===== config.mk =====
export PLATFORM = sky130hd
export DESIGN_NAME = padded_pixel_streamer
export DESIGN_NICKNAME = d
export VERILOG_FILES = /design/src/rtl/padded_pixel_streamer.sv
export SDC_FILE = /design/constraint.sdc
export NUM_CORES = 1
export LEC_CHECK = 0
export ABC_AREA = 1
export BUFFER_PORTS_ARGS = -buffer_cell sky130_fd_sc_hd__buf_2
export CAP_MARGIN = 10
export CORE_MARGIN = 3
export CORE_UTILIZATION = 45
export CTS_BUF_LIST = sky130_fd_sc_hd__clkbuf_8
export DETAILED_ROUTE_END_ITERATION = 8
export PLACE_DENSITY = 0.67
export SYNTH_ARGS = -nofsm -noshare
export SYNTH_HDL_FRONTEND = slang
export SYNTH_SLANG_ARGS = --single-unit

===== constraint.sdc =====
create_clock -name clk -period 4.6 [get_ports clk]
set_input_delay 0.23 -clock clk [delete_from_list [all_inputs] [get_ports clk]]
set_output_delay 0.23 -clock clk [all_outputs]
set_load 0.02 [all_outputs]

===== src/rtl/padded_pixel_streamer.sv =====
// padded_pixel_streamer: raster-order channel reader that wraps each frame in PADDING zero rings
// and streams the pixels through a 2-entry valid/ready buffer. Define PAD_STREAM_EOL_EN for out_eol/out_eof.
module padded_pixel_streamer #(
    parameter int unsigned IMAGE_SIZE = 224,
    parameter int unsigned PADDING    = 1,
    parameter int unsigned DATA_W     = 14,
    parameter int unsigned ADDR_W     = 16
) (
    input  logic              clk,
    input  logic              rst,
    input  logic              start,
    input  logic [ADDR_W-1:0] base_addr,
    output logic              mem_rd_en,
    output logic [ADDR_W-1:0] mem_rd_addr,
    input  logic [DATA_W-1:0] mem_rd_data,
    output logic              out_valid,
    input  logic              out_ready,
    output logic [DATA_W-1:0] out_data,
`ifdef PAD_STREAM_EOL_EN
    output logic              out_eol,
    output logic              out_eof,
`endif
    output logic              busy,
    output logic              done
);
    localparam int unsigned PADDED = IMAGE_SIZE + 2 * PADDING;
    localparam int unsigned CW     = $clog2(PADDED) + 1;
    localparam logic [CW-1:0] C_LAST = CW'(PADDED - 1);
    localparam logic [CW-1:0] C_PAD  = CW'(PADDING);
    localparam logic [CW-1:0] C_IMG  = CW'(IMAGE_SIZE);

    typedef enum logic [1:0] {S_IDLE, S_RUN, S_DRAIN} state_t;

    state_t            r_state, w_next;
    logic [CW-1:0]     r_row, r_col;
    logic [ADDR_W-1:0] r_addr;
    logic              r_pipe_valid, r_pipe_pad;
    logic [DATA_W-1:0] r_fifo_data [2];
    logic              r_rd_ptr, r_wr_ptr;
    logic [1:0]        r_count;
    logic              r_done;
`ifdef PAD_STREAM_EOL_EN
    logic              r_pipe_eol, r_pipe_eof;
    logic              r_fifo_eol [2];
    logic              r_fifo_eof [2];
`endif

    logic              w_pop, w_can_issue, w_issue, w_interior, w_last_col, w_last_pos, w_last_pop;
    logic [1:0]        w_occ;
    logic [CW-1:0]     w_row_off, w_col_off;
    logic [DATA_W-1:0] w_push_data;

    assign out_valid   = (r_count != 2'd0);
    assign w_pop       = out_valid && out_ready;
    assign w_occ       = r_count + {1'b0, r_pipe_valid};
    assign w_can_issue = (w_occ < 2'd2) || ((w_occ == 2'd2) && w_pop);
    assign w_issue     = (r_state == S_RUN) && w_can_issue;
    // Offsets wrap below zero, so one unsigned compare per axis tests both pad bands.
    assign w_row_off   = r_row - C_PAD;
    assign w_col_off   = r_col - C_PAD;
    assign w_interior  = (w_row_off < C_IMG) && (w_col_off < C_IMG);
    assign w_last_col  = (r_col == C_LAST);
    assign w_last_pos  = w_last_col && (r_row == C_LAST);
    assign w_last_pop  = w_pop && (r_count == 2'd1) && !r_pipe_valid;
    assign w_push_data = r_pipe_pad ? '0 : mem_rd_data;

    assign mem_rd_en   = w_issue && w_interior;
    assign mem_rd_addr = mem_rd_en ? r_addr : '0;
    assign out_data    = out_valid ? r_fifo_data[r_rd_ptr] : '0;
    assign busy        = (r_state != S_IDLE);
    assign done        = r_done;
`ifdef PAD_STREAM_EOL_EN
    assign out_eol     = out_valid && r_fifo_eol[r_rd_ptr];
    assign out_eof     = out_valid && r_fifo_eof[r_rd_ptr];
`endif

    always_ff @(posedge clk) begin
        if (rst) r_state <= S_IDLE;
        else     r_state <= w_next;
    end

    always_comb begin
        w_next = r_state;
        case (r_state)
            S_IDLE:  if (start) w_next = S_RUN;
            S_RUN:   if (w_issue && w_last_pos) w_next = S_DRAIN;
            S_DRAIN: if (w_last_pop) w_next = S_IDLE;
            default: w_next = S_IDLE;
        endcase
    end

    always_ff @(posedge clk) begin
        if (rst) begin
            r_row        <= '0;
            r_col        <= '0;
            r_addr       <= '0;
            r_pipe_valid <= 1'b0;
            r_pipe_pad   <= 1'b0;
            r_done       <= 1'b0;
`ifdef PAD_STREAM_EOL_EN
            r_pipe_eol   <= 1'b0;
            r_pipe_eof   <= 1'b0;
`endif
        end else begin
            r_done       <= (r_state == S_DRAIN) && w_last_pop;
            r_pipe_valid <= w_issue;
            if (w_issue) begin
                r_pipe_pad <= !w_interior;
`ifdef PAD_STREAM_EOL_EN
                r_pipe_eol <= w_last_col;
                r_pipe_eof <= w_last_pos;
`endif
            end
            if ((r_state == S_IDLE) && start) begin
                r_row  <= '0;
                r_col  <= '0;
                r_addr <= base_addr;
            end else if (w_issue) begin
                if (w_last_col) begin
                    r_col <= '0;
                    r_row <= r_row + CW'(1);
                end else begin
                    r_col <= r_col + CW'(1);
                end
                // Interior pixels are contiguous in SRAM, so a running pointer replaces the multiply.
                if (w_interior) r_addr <= r_addr + ADDR_W'(1);
            end
        end
    end

    always_ff @(posedge clk) begin
        if (rst) begin
            r_fifo_data[0] <= '0;
            r_fifo_data[1] <= '0;
            r_rd_ptr       <= 1'b0;
            r_wr_ptr       <= 1'b0;
            r_count        <= 2'd0;
`ifdef PAD_STREAM_EOL_EN
            r_fifo_eol[0]  <= 1'b0;
            r_fifo_eol[1]  <= 1'b0;
            r_fifo_eof[0]  <= 1'b0;
            r_fifo_eof[1]  <= 1'b0;
`endif
        end else begin
            if (r_pipe_valid) begin
                r_fifo_data[r_wr_ptr] <= w_push_data;
`ifdef PAD_STREAM_EOL_EN
                r_fifo_eol[r_wr_ptr]  <= r_pipe_eol;
                r_fifo_eof[r_wr_ptr]  <= r_pipe_eof;
`endif
                r_wr_ptr <= ~r_wr_ptr;
            end
            if (w_pop) r_rd_ptr <= ~r_rd_ptr;
            case ({r_pipe_valid, w_pop})
                2'b10:   r_count <= r_count + 2'd1;
                2'b01:   r_count <= r_count - 2'd1;
                default: r_count <= r_count;
            endcase
        end
    end
endmodule

==> summary.md <==
| Metric | Value |
|---|---|
| Antenna-violating nets left | 0 |
| IO Count | 68 |
| Max VDD drop | 0.1692 mV |
| Synth Warn # | 0 |
| Post-Synth Simple-Gate Area | 0.3309 |
| Yosys top cell area share | 0.2118 |
| Clock buffer depth | 2 |
| Mean post-synth cell area | 7.296 µm² |
| Clock Pin Slew Worst Setup and Hold Paths | ~0.09 ns |
| First-pass GRT wire length | 15.46 mm |
| PortBufs | 67 |
| MaxCap Viol Count | 0 |
| Final Setup Violations | 0 |
| Core Region | 0.008848 mm² |
| First-iteration detailed-routing DRC count | 186 |
| Max FO, Critical Path | 31 |
| Post-Route WL | 9.175 mm |
| R2R Setup Slk | 1.70 ns |
| Crit-path most repeated cell | nand2_1 |
| Reg-to-Reg Start | r_count[0]$_SDFFE_PP0P_ |
| Worst r2r dst | r_addr[3]$_SDFFE_PP0P_ |
| Register area | 0.001722 mm² |
| Width of the die | just over 100 µm |
| Pin count of the biggest net entering global routing | 32 |
| Slowest cell on the critical path | nand4_2 |
| Die height | between 100 and 150 µm |
| Via count | 3785 |
| Critical path's largest stage delay | 0.64 ns |
| Setup bufs post-CTS | 0 |
| CTS Hold Bufs | 0 |
| Root buf cell | clkbuf_8 |
| Compound-cell area share of the yosys netlist | 0.09537 |
| Post-CTS Resized | 0 |
| Top delay family on crit path | simple AND/OR/NAND/NOR gates |
| Post-Syn Nets | around 620 |
| Min Tclk post-route | approximately 3.1 ns |
| Layout cell share with drive strength beyond 1 | 0.1873 |
| Ant. Diodes | 0 |
| WP data arrival | 2.90 ns |
| DRC Markers | 0 |
| TNS Setup | 0 ns |
| WP buf/inv | 2 |
| Adder-Cell Fraction of Synth Area | 0.03309 |
| Hold/Removal Path Class | in2reg |
| Cell Chain, Critical Path | inv_1, ha_1, nor2_4, nand2_1, nand2_1, nand2_1, nor2_1, nand4_2, nor2_1, buf_2 |
| GP Congestion | 0.9320 |
| Post-synthesis xor/xnor area fraction | 0.02527 |
| TritonCTS clock tree | done |
| Total iterations of the first detailed-routing run | 5 |
| Leakage power | 0.002110 µW |
| Worst rel slew slack | 0.3423 |
| Top FF cell, synth | dfxtp_1 |
| Post-Synthesis Cell Area | 0.004159 mm² |
| Largest family of logic cells by synthesized area | simple AND/OR/NAND/NOR gates |
| Period utilisation layout | 0.6794 |
| Layout area overhead | 13.69% |
| Num CTS Buffers | 9 |
| Detailed Place HPWL | 6.589 mm |
| Nets | 670 |
| Fillers | just under 900 |
| Placed Cells | between 700 and 800 |
| Critical path required time | 4.37 ns |
| Initial antenna violation count | 0 |
| Hold Crit Depth | 5 |
| WL per Instance | ~12 µm |
| Cell variety after synth | 39 |
| Skew final | between 0.01 and 0.015 ns |
| Mux cell area share after synthesis | 0.002407 |
| Starting Density | 0.4700 |
| Status | completed |
| Pwr/cell area | 354.7 mW/mm² |
| Overall routing resource usage | 0.1824 |
| CP Launch Type | flip-flop |
| Worst slew pin tran | 0.9852 ns |
| Site Rows | 34 |
| H-tree levels | 3 |
| Yosys reg bits | a little over 70 |
| Final design utilization | 0.5344 |
| Asr flop ratio synth | 0 |
| RSZ-0062 raised after global routing | no |
| Synth Instances | 570 |
| Final Non-Filler Cells | 738 |
| Hold slack | 0.2226 ns |
| Kind of critical path | reg2out |
| Commonest cells after routing, fill and taps aside | 97 x nand2_1, 94 x nor2_1, 67 x buf_2 |
| Area leader, netlist | dfxtp_1 |
| Die Area | roughly 0.010 mm² |
| CTS Sinks | 72 |
| Largest cells by area after synthesis | dfxtp_1 21%, edfxtp_1 20%, nand2_1 8.8% |
| Tot Pwr | 1677 µW |
| Max Slew Vio Count | 0 |
| Worst path depth | 10 |
| Worst Hold Path EP | r_addr[1]$_SDFFE_PP0P_ |
| Most common cell after layout, fill and taps aside | nand2_1 |
| Aggregate global routing overflow | 0 |
| Area occupied by multi-input gates | 0.002026 mm² |
| Vias per cell | 5.129 |
| Min-delay src | base_addr[1] |
| Sequential element share of the synthesized area | 0.4140 |
| Vias in the first global route | roughly 3500 |
| R2R cell count | 12 |
| Worst-skew pair later-pin latency | 0.34 ns |
| Achievable Freq | 320.0 MHz |
| Post-synth EDFFs | 28 |
| Count of final hold-check violations | 0 |
| Crit. End Element | output port |
through the flow:
stage          setup slack, ns  cell area, µm²
6_report                 1.475            4728
5_1_grt                  1.115            4728
4_1_cts                  1.400            4728
3_5_place_dp             1.651            4503
3_3_place_gp             1.774            4503
2_1_floorplan            2.670            4159
logic make-up after synthesis:
group	Yosys count
adders and majority gates	11
buffers and inverters	98
AOI/OAI and AO/OA	70
muxes	1
DFF	72
xor gates and xnor gates	12
and+or+nand+nor	306
how the worst max path moves through the flow:
stage | start | end | slack, ns
2_1_floorplan | r_count[0]$_SDFFE_PP0P_ | mem_rd_addr[0] | 2.67
3_3_place_gp | r_count[0]$_SDFFE_PP0P_ | r_addr[2]$_SDFFE_PP0P_ | 1.77
3_5_place_dp | r_count[0]$_SDFFE_PP0P_ | r_addr[3]$_SDFFE_PP0P_ | 1.65
4_1_cts | r_count[0]$_SDFFE_PP0P_ | mem_rd_addr[3] | 1.40
5_1_grt | r_count[0]$_SDFFE_PP0P_ | mem_rd_addr[15] | 1.11
6_report | r_count[0]$_SDFFE_PP0P_ | mem_rd_addr[3] | 1.47
per-layer routing:
layer | track usage | vias up | share of wire
li1 | - | 1964 | -
met5 | 0 | - | 0
met1 | 0.2391 | 1727 | 0.46
met3 | 0.02457 | 10 | 0.037
met2 | 0.3113 | 84 | 0.49
met4 | 0.05954 | 0 | 0.013
area by class of cell:
cell class | count | area share
clock buffers | 9 | 0.02620
clock inverters | 7 | 0.02143
inverters | 74 | 0.05875
multi-input cells | 400 | 0.4284
flip-flops and latches | 72 | 0.3641
well taps | 108 | 0.02858
repair buffers | 68 | 0.07251
tightest hold or removal path, stage by stage:
cell and delay [ns]:
buf_2 0.08, mux2i_1 0.06, nand2_1 0.06, nand2_1 0.04, nor2_1 0.07
flip-flops by register name (all words and copies together), names as in the netlist, 2 cells and up, named ones only:
signal,flops
r_col,9
r_addr,16
r_count,2
r_row,9
r_fifo_data,28
r_state,2
synthesized netlist by cell type, drive strengths merged (3+ instances only):
library cell	n
a21oi	29
buf	12
clkbuf	12
dfxtp	44
edfxtp	28
ha	11
inv	73
nand2	105
nand3	44
nand4	12
nor2	102
nor3	39
o21ai	32
o31ai	3
xor2	11
report_power, final:
part           leakage [µW]  internal [µW]  switching, µW
Combinational       0.00136            119            241
Clock              0.000107            311            265
Sequential         0.000648            700           41.8
(Power assumes the default switching activity.)
